**src/rtl/lsu_bus_if.sv**
```systemverilog
// lsu_bus_if: load/store unit sitting between the single-cycle datapath and a
// valid/ready data-memory bus.
//
// Each aligned load or store from the datapath becomes one bus transaction.
// The core is held through `stall` while the transaction is outstanding. For a
// load, the addressed lane of the returned word is sign- or zero-extended and
// returned on `read_data`, which feeds the result mux.
//
// Ports
//   clk, reset            rising-edge clock, asynchronous active-high reset
//   mem_read, mem_write   decoder memory controls (mutually exclusive)
//   funct3                access size/sign (lb/lh/lw/lbu/lhu, sb/sh/sw)
//   addr, store_data      ALU byte address and rs2 value
//   read_data             extended load result (held until the next load)
//   stall                 freeze PC/regfile while high
//   misaligned            access not aligned to its size (op is not issued)
//   bus_err               one-cycle pulse when a transaction times out
//   bus_req/we/addr/be/wdata  request channel, stable until bus_ready
//   bus_ready             request accepted (qualified by bus_req)
//   bus_rvalid, bus_rdata read response channel
module lsu_bus_if #(
  parameter int TIMEOUT_CYCLES = 16,
  parameter int CNT_W          = 5
) (
  input  logic        clk,
  input  logic        reset,
  input  logic        mem_read,
  input  logic        mem_write,
  input  logic [2:0]  funct3,
  input  logic [31:0] addr,
  input  logic [31:0] store_data,
  output logic [31:0] read_data,
  output logic        stall,
  output logic        misaligned,
  output logic        bus_err,
  output logic        bus_req,
  output logic        bus_we,
  output logic [31:0] bus_addr,
  output logic [3:0]  bus_be,
  output logic [31:0] bus_wdata,
  input  logic        bus_ready,
  input  logic        bus_rvalid,
  input  logic [31:0] bus_rdata
);

  typedef enum logic [1:0] {IDLE, REQ, RESP, DONE} state_t;

  localparam logic [CNT_W-1:0] CNT_LAST = CNT_W'(TIMEOUT_CYCLES - 1);

  state_t           state_q, state_d;
  logic [CNT_W-1:0] cnt_q, cnt_d;
  logic [31:0]      addr_q, addr_d;
  logic [2:0]       funct3_q, funct3_d;
  logic [31:0]      sdata_q, sdata_d;
  logic             we_q, we_d;
  logic [31:0]      read_data_q, read_data_d;
  logic             bus_err_q, bus_err_d;

  logic        mem_op;
  logic        expired;
  logic [31:0] lane_word;
  logic [31:0] load_ext;
  logic [3:0]  be_enc;
  logic [31:0] wdata_enc;

  // Alignment check on the live instruction; only meaningful for memory ops.
  always_comb begin
    mem_op = mem_read | mem_write;
    unique case (funct3[1:0])
      2'b00:   misaligned = 1'b0;
      2'b01:   misaligned = mem_op & addr[0];
      default: misaligned = mem_op & (addr[1:0] != 2'b00);
    endcase
  end

  // The counter keeps running from REQ into RESP, so the budget covers both
  // phases together. Using >= lets a load granted on the very last REQ cycle
  // still expire on its first RESP cycle instead of wrapping.
  assign expired = (cnt_q >= CNT_LAST);

  // Lane extraction from the latched address. Halves are always 2-byte
  // aligned here, so the same byte shift serves both sizes.
  always_comb begin
    lane_word = bus_rdata >> {addr_q[1:0], 3'b000};
    unique case (funct3_q[1:0])
      2'b00:   load_ext = {{24{~funct3_q[2] & lane_word[7]}},  lane_word[7:0]};
      2'b01:   load_ext = {{16{~funct3_q[2] & lane_word[15]}}, lane_word[15:0]};
      default: load_ext = bus_rdata;
    endcase
  end

  // Store lane encoding from the latched request.
  always_comb begin
    unique case (funct3_q[1:0])
      2'b00: begin
        be_enc    = 4'b0001 << addr_q[1:0];
        wdata_enc = {4{sdata_q[7:0]}};
      end
      2'b01: begin
        be_enc    = addr_q[1] ? 4'b1100 : 4'b0011;
        wdata_enc = {2{sdata_q[15:0]}};
      end
      default: begin
        be_enc    = 4'b1111;
        wdata_enc = sdata_q;
      end
    endcase
  end

  // State register and latched request/response state.
  always_ff @(posedge clk or posedge reset) begin
    if (reset) begin
      state_q     <= IDLE;
      cnt_q       <= '0;
      addr_q      <= '0;
      funct3_q    <= '0;
      sdata_q     <= '0;
      we_q        <= 1'b0;
      read_data_q <= '0;
      bus_err_q   <= 1'b0;
    end else begin
      state_q     <= state_d;
      cnt_q       <= cnt_d;
      addr_q      <= addr_d;
      funct3_q    <= funct3_d;
      sdata_q     <= sdata_d;
      we_q        <= we_d;
      read_data_q <= read_data_d;
      bus_err_q   <= bus_err_d;
    end
  end

  // Next-state logic.
  always_comb begin
    state_d     = state_q;
    cnt_d       = cnt_q;
    addr_d      = addr_q;
    funct3_d    = funct3_q;
    sdata_d     = sdata_q;
    we_d        = we_q;
    read_data_d = read_data_q;
    bus_err_d   = 1'b0;
    unique case (state_q)
      IDLE: begin
        if (mem_op && !misaligned) begin
          state_d  = REQ;
          cnt_d    = '0;
          addr_d   = addr;
          funct3_d = funct3;
          sdata_d  = store_data;
          we_d     = mem_write;
        end
      end
      REQ: begin
        cnt_d = cnt_q + CNT_W'(1);
        // A grant beats expiry; rvalid in the grant cycle is not looked at.
        if (bus_ready) begin
          state_d = we_q ? DONE : RESP;
        end else if (expired) begin
          state_d     = DONE;
          bus_err_d   = 1'b1;
          read_data_d = '0;
        end
      end
      RESP: begin
        cnt_d = cnt_q + CNT_W'(1);
        if (bus_rvalid) begin
          state_d     = DONE;
          read_data_d = load_ext;
        end else if (expired) begin
          state_d     = DONE;
          bus_err_d   = 1'b1;
          read_data_d = '0;
        end
      end
      default: begin
        state_d = IDLE;
      end
    endcase
  end

  // Outputs.
  always_comb begin
    bus_req   = (state_q == REQ);
    bus_we    = bus_req & we_q;
    bus_be    = bus_we ? be_enc : 4'b0000;
    bus_addr  = {addr_q[31:2], 2'b00};
    bus_wdata = wdata_enc;
    read_data = read_data_q;
    bus_err   = bus_err_q;
    // Stall starts combinationally in IDLE so the core freezes on the very
    // cycle the op is presented; it drops in DONE so the core commits then.
    stall     = (mem_op & ~misaligned & (state_q == IDLE)) |
                (state_q == REQ) | (state_q == RESP);
  end

endmodule

```
**config.mk**
```make
export PLATFORM = sky130hd
export DESIGN_NAME = lsu_bus_if
export DESIGN_NICKNAME = d
export VERILOG_FILES = /design/src/rtl/lsu_bus_if.sv
export SDC_FILE = /design/constraint.sdc
export NUM_CORES = 1
export LEC_CHECK = 0
export CAP_MARGIN = 30
export CORE_ASPECT_RATIO = 0.6
export CORE_MARGIN = 2
export CORE_UTILIZATION = 45
export CTS_CLUSTER_SIZE = 28
export DETAILED_ROUTE_END_ITERATION = 12
export PLACE_DENSITY = 0.8
export SKIP_LAST_GASP = 1
export SYNTH_ARGS = -nofsm -noshare
export SYNTH_HDL_FRONTEND = slang
export SYNTH_SLANG_ARGS = --single-unit
```
**constraint.sdc**
```tcl
create_clock -name clk -period 9.75 [get_ports clk]
set_input_delay 0.975 -clock clk [delete_from_list [all_inputs] [get_ports clk]]
set_output_delay 0.975 -clock clk [all_outputs]
set_load 0.01 [all_outputs]
```
==> flow_summary.json <==
{
  "clock_latency_ps": 340,
  "cts_max_level": 3,
  "vias_per_cell": 5.514,
  "clock_sinks": 108,
  "syn_area_um2": 5844,
  "overflow": 0,
  "grt_max_degree": 73,
  "fin_setup_tns_ps": 0,
  "clk_pin_slew_ps": 70,
  "antenna_cells": 0,
  "area_growth_pct": 35.80,
  "avgSynthCellArea_um2": 11.50,
  "synth_seq_cells": 108,
  "first_pass_iters": 4,
  "die_x_um": 151.1,
  "cts_tree": "yes",
  "cp-end-kind": "output pin",
  "cap_violations": 0,
  "cts_buffer_depth": 2,
  "grt_pass1_vias": 4760,
  "fin_nets": 772,
  "port-buffer-count": 207,
  "vias": 4604,
  "post_cts_buffers": 0,
  "place_hpwl_um": 11600,
  "ant_nets": 0,
  "root_buffer": "clkbuf_16",
  "wl_per_cell_um": 19.14,
  "synth_common_cells": "dfrtp_1 (108), mux2_2 (85), buf_4 (42)",
  "die_area_um2": 13950,
  "place_congestion": 0.8898,
  "async_reset_ff_frac": 1.000,
  "synth_edf_count": 0,
  "fin_crit_ps": 4254,
  "yosys.cell_count.top_type": "dfrtp_1",
  "worst_r2r_path_depth": 4,
  "drive_above_1_share": 0.1985,
  "p_per_area_nw_per_um2": 334.2,
  "period_share": 0.4363,
  "relSlewSlack": 0.3158,
  "start_util": 0.4576,
  "hold_class": "reg -> reg",
  "netlist.area_leader.share": 0.4624,
  "power.total_mw": 2.653,
  "cp.required_ps": 8780,
  "final_core_util": 0.6214,
  "cts_hold_buf": 0,
  "crit_path_start_kind": "primary input",
  "holdWs_ps": 502.9,
  "core-area_um2": 12770,
  "synthCells": 508,
  "antenna_found_initial": 0,
  "clock_skew_ps": 8.164,
  "ys_top_cells_by_area": "dfrtp_1 (46%), mux2_2 (16%), buf_4 (5.4%)",
  "tightest_slew_ps": 1026,
  "yosys_warnings": 0,
  "path_class": "in -> out",
  "ios": 210,
  "row_count": 32,
  "setup_viol": 0,
  "place_area_um2": 7657,
  "cp_max_fo": 72,
  "drt_iter0_drc": 301,
  "drcViolationCount": 0,
  "grt_pass1_wl_um": 25070,
  "arrival_ps": 3280,
  "postCtsResizedCells": 0,
  "numCtsBuffers": 9,
  "ys_seq_area_frac": 0.4624,
  "rsz0062_at_grt": "no",
  "leakagePower_nw": 3.256,
  "die_h_um": 92.28,
  "slew_violations": 0,
  "peakVddDrop_mv": 0.1977,
  "hold_viol": 0,
  "stdcell_area_um2": 7936,
  "grtUsageTotal": 0.2321,
  "synth_area_leader_cell": "dfrtp_1",
  "max_freq_mhz": 235.1,
  "ys_types": 55,
  "drt-total-wl_um": 15980,
  "whs_path_depth": 1,
  "yosys_most_used_dff": "dfrtp_1",
  "run_status": "completed"
}
[where the power goes]
part / total (mW) / internal [mW] / leakage, nW / switching [mW]
Combinational: 1.42 / 0.812 / 1.84 / 0.607
Sequential: 0.885 / 0.670 / 1.29 / 0.215
Clock: 0.348 / 0.182 / 0.129 / 0.166
[stage by stage]
stage / std cells / worst slack, ps
finish: 835 / 5496
global route: 835 / 5316
CTS: 835 / 5477
detailed placement: 819 / 5477
global placement: 819 / 5593
floorplan: 509 / 5929
[kinds of logic (layout without fill, tap and decap cells)]
group / Yosys count / in the layout / synth area share
other: 1 / 2 / 0.0006416
AOI/OAI and AO/OA: 115 / 115 / 0.1443
DFF: 108 / 108 / 0.4624
muxes: 110 / 110 / 0.2117
adders and majority gates: 7 / 7 / 0.01499
and+or+nand+nor: 88 / 88 / 0.07429
buffers and inverters: 79 / 235 / 0.09163
[layout make-up]
cell class / count / area (µm²)
clock buffers: 12 / 246.5
clock inverters: 4 / 32.53
well taps: 170 / 212.7
multi-input cells: 322 / 2610
repair buffers: 210 / 2095
fillers: 1000 / 4836
inverters: 9 / 36.28
flip-flops and latches: 108 / 2704
[layer usage]
| metal | track usage | part of all wire |
|---|---|---|
| met2 | 0.3727 | 0.46 |
| met1 | 0.3095 | 0.43 |
| met3 | 0.07960 | 0.11 |
| met5 | 0 | 0 |
| met4 | 0.03972 | 0.0065 |
[state kept, by name (all words and copies together), names as in the netlist]
register / flops
addr_q: 32
bus_err: 1
cnt_q: 5
funct3_q: 3
read_data: 32
sdata_q: 32
state_q: 2
we_q: 1
[placed cells by master, fill, tap and decap left out, drive strengths merged, types with 3 or more instances in the layout]
cell           instances
a22oi                  8
nor2                  10
nand4b                 3
mux2i                 19
clkbuf                12
buf                    3
nand2                 41
o211ai                12
inv                   10
nand2b                 4
clkdlybuf4s50        207
ha                     7
a21oi                 39
nand3                 16
a221oi                 7
dfrtp                108
o2bb2ai                8
mux2                  91
o21ai                 27
and3                   3
[path summary, 6_finish.rpt]
| path | startpoint | end | slack [ps] |
|---|---|---|---|
| worst max-delay path | funct3[1] | stall | 5500 |
| worst min-delay path | sdata_q[17]$_DFFE_PP0P_ | sdata_q[17]$_DFFE_PP0P_ | 500 |
| worst max register to register | funct3_q[1]$_DFFE_PP0P_ | read_data[3]$_DFFE_PP0P_ | 7110 |
| worst min register to register | sdata_q[17]$_DFFE_PP0P_ | sdata_q[17]$_DFFE_PP0P_ | 500 |
| max in group asynchronous | reset | funct3_q[1]$_DFFE_PP0P_ | 7430 |
| min in group asynchronous | reset | addr_q[16]$_DFFE_PP0P_ | 1050 |
[critical path: stages]
cell             delay, ps
clkdlybuf4s50_1        560
a21oi_1                150
o221ai_4               150
buf_4                  760
nand3_1                150
clkdlybuf4s50_1        510
Note: power is estimated with default switching activity, not from simulation.
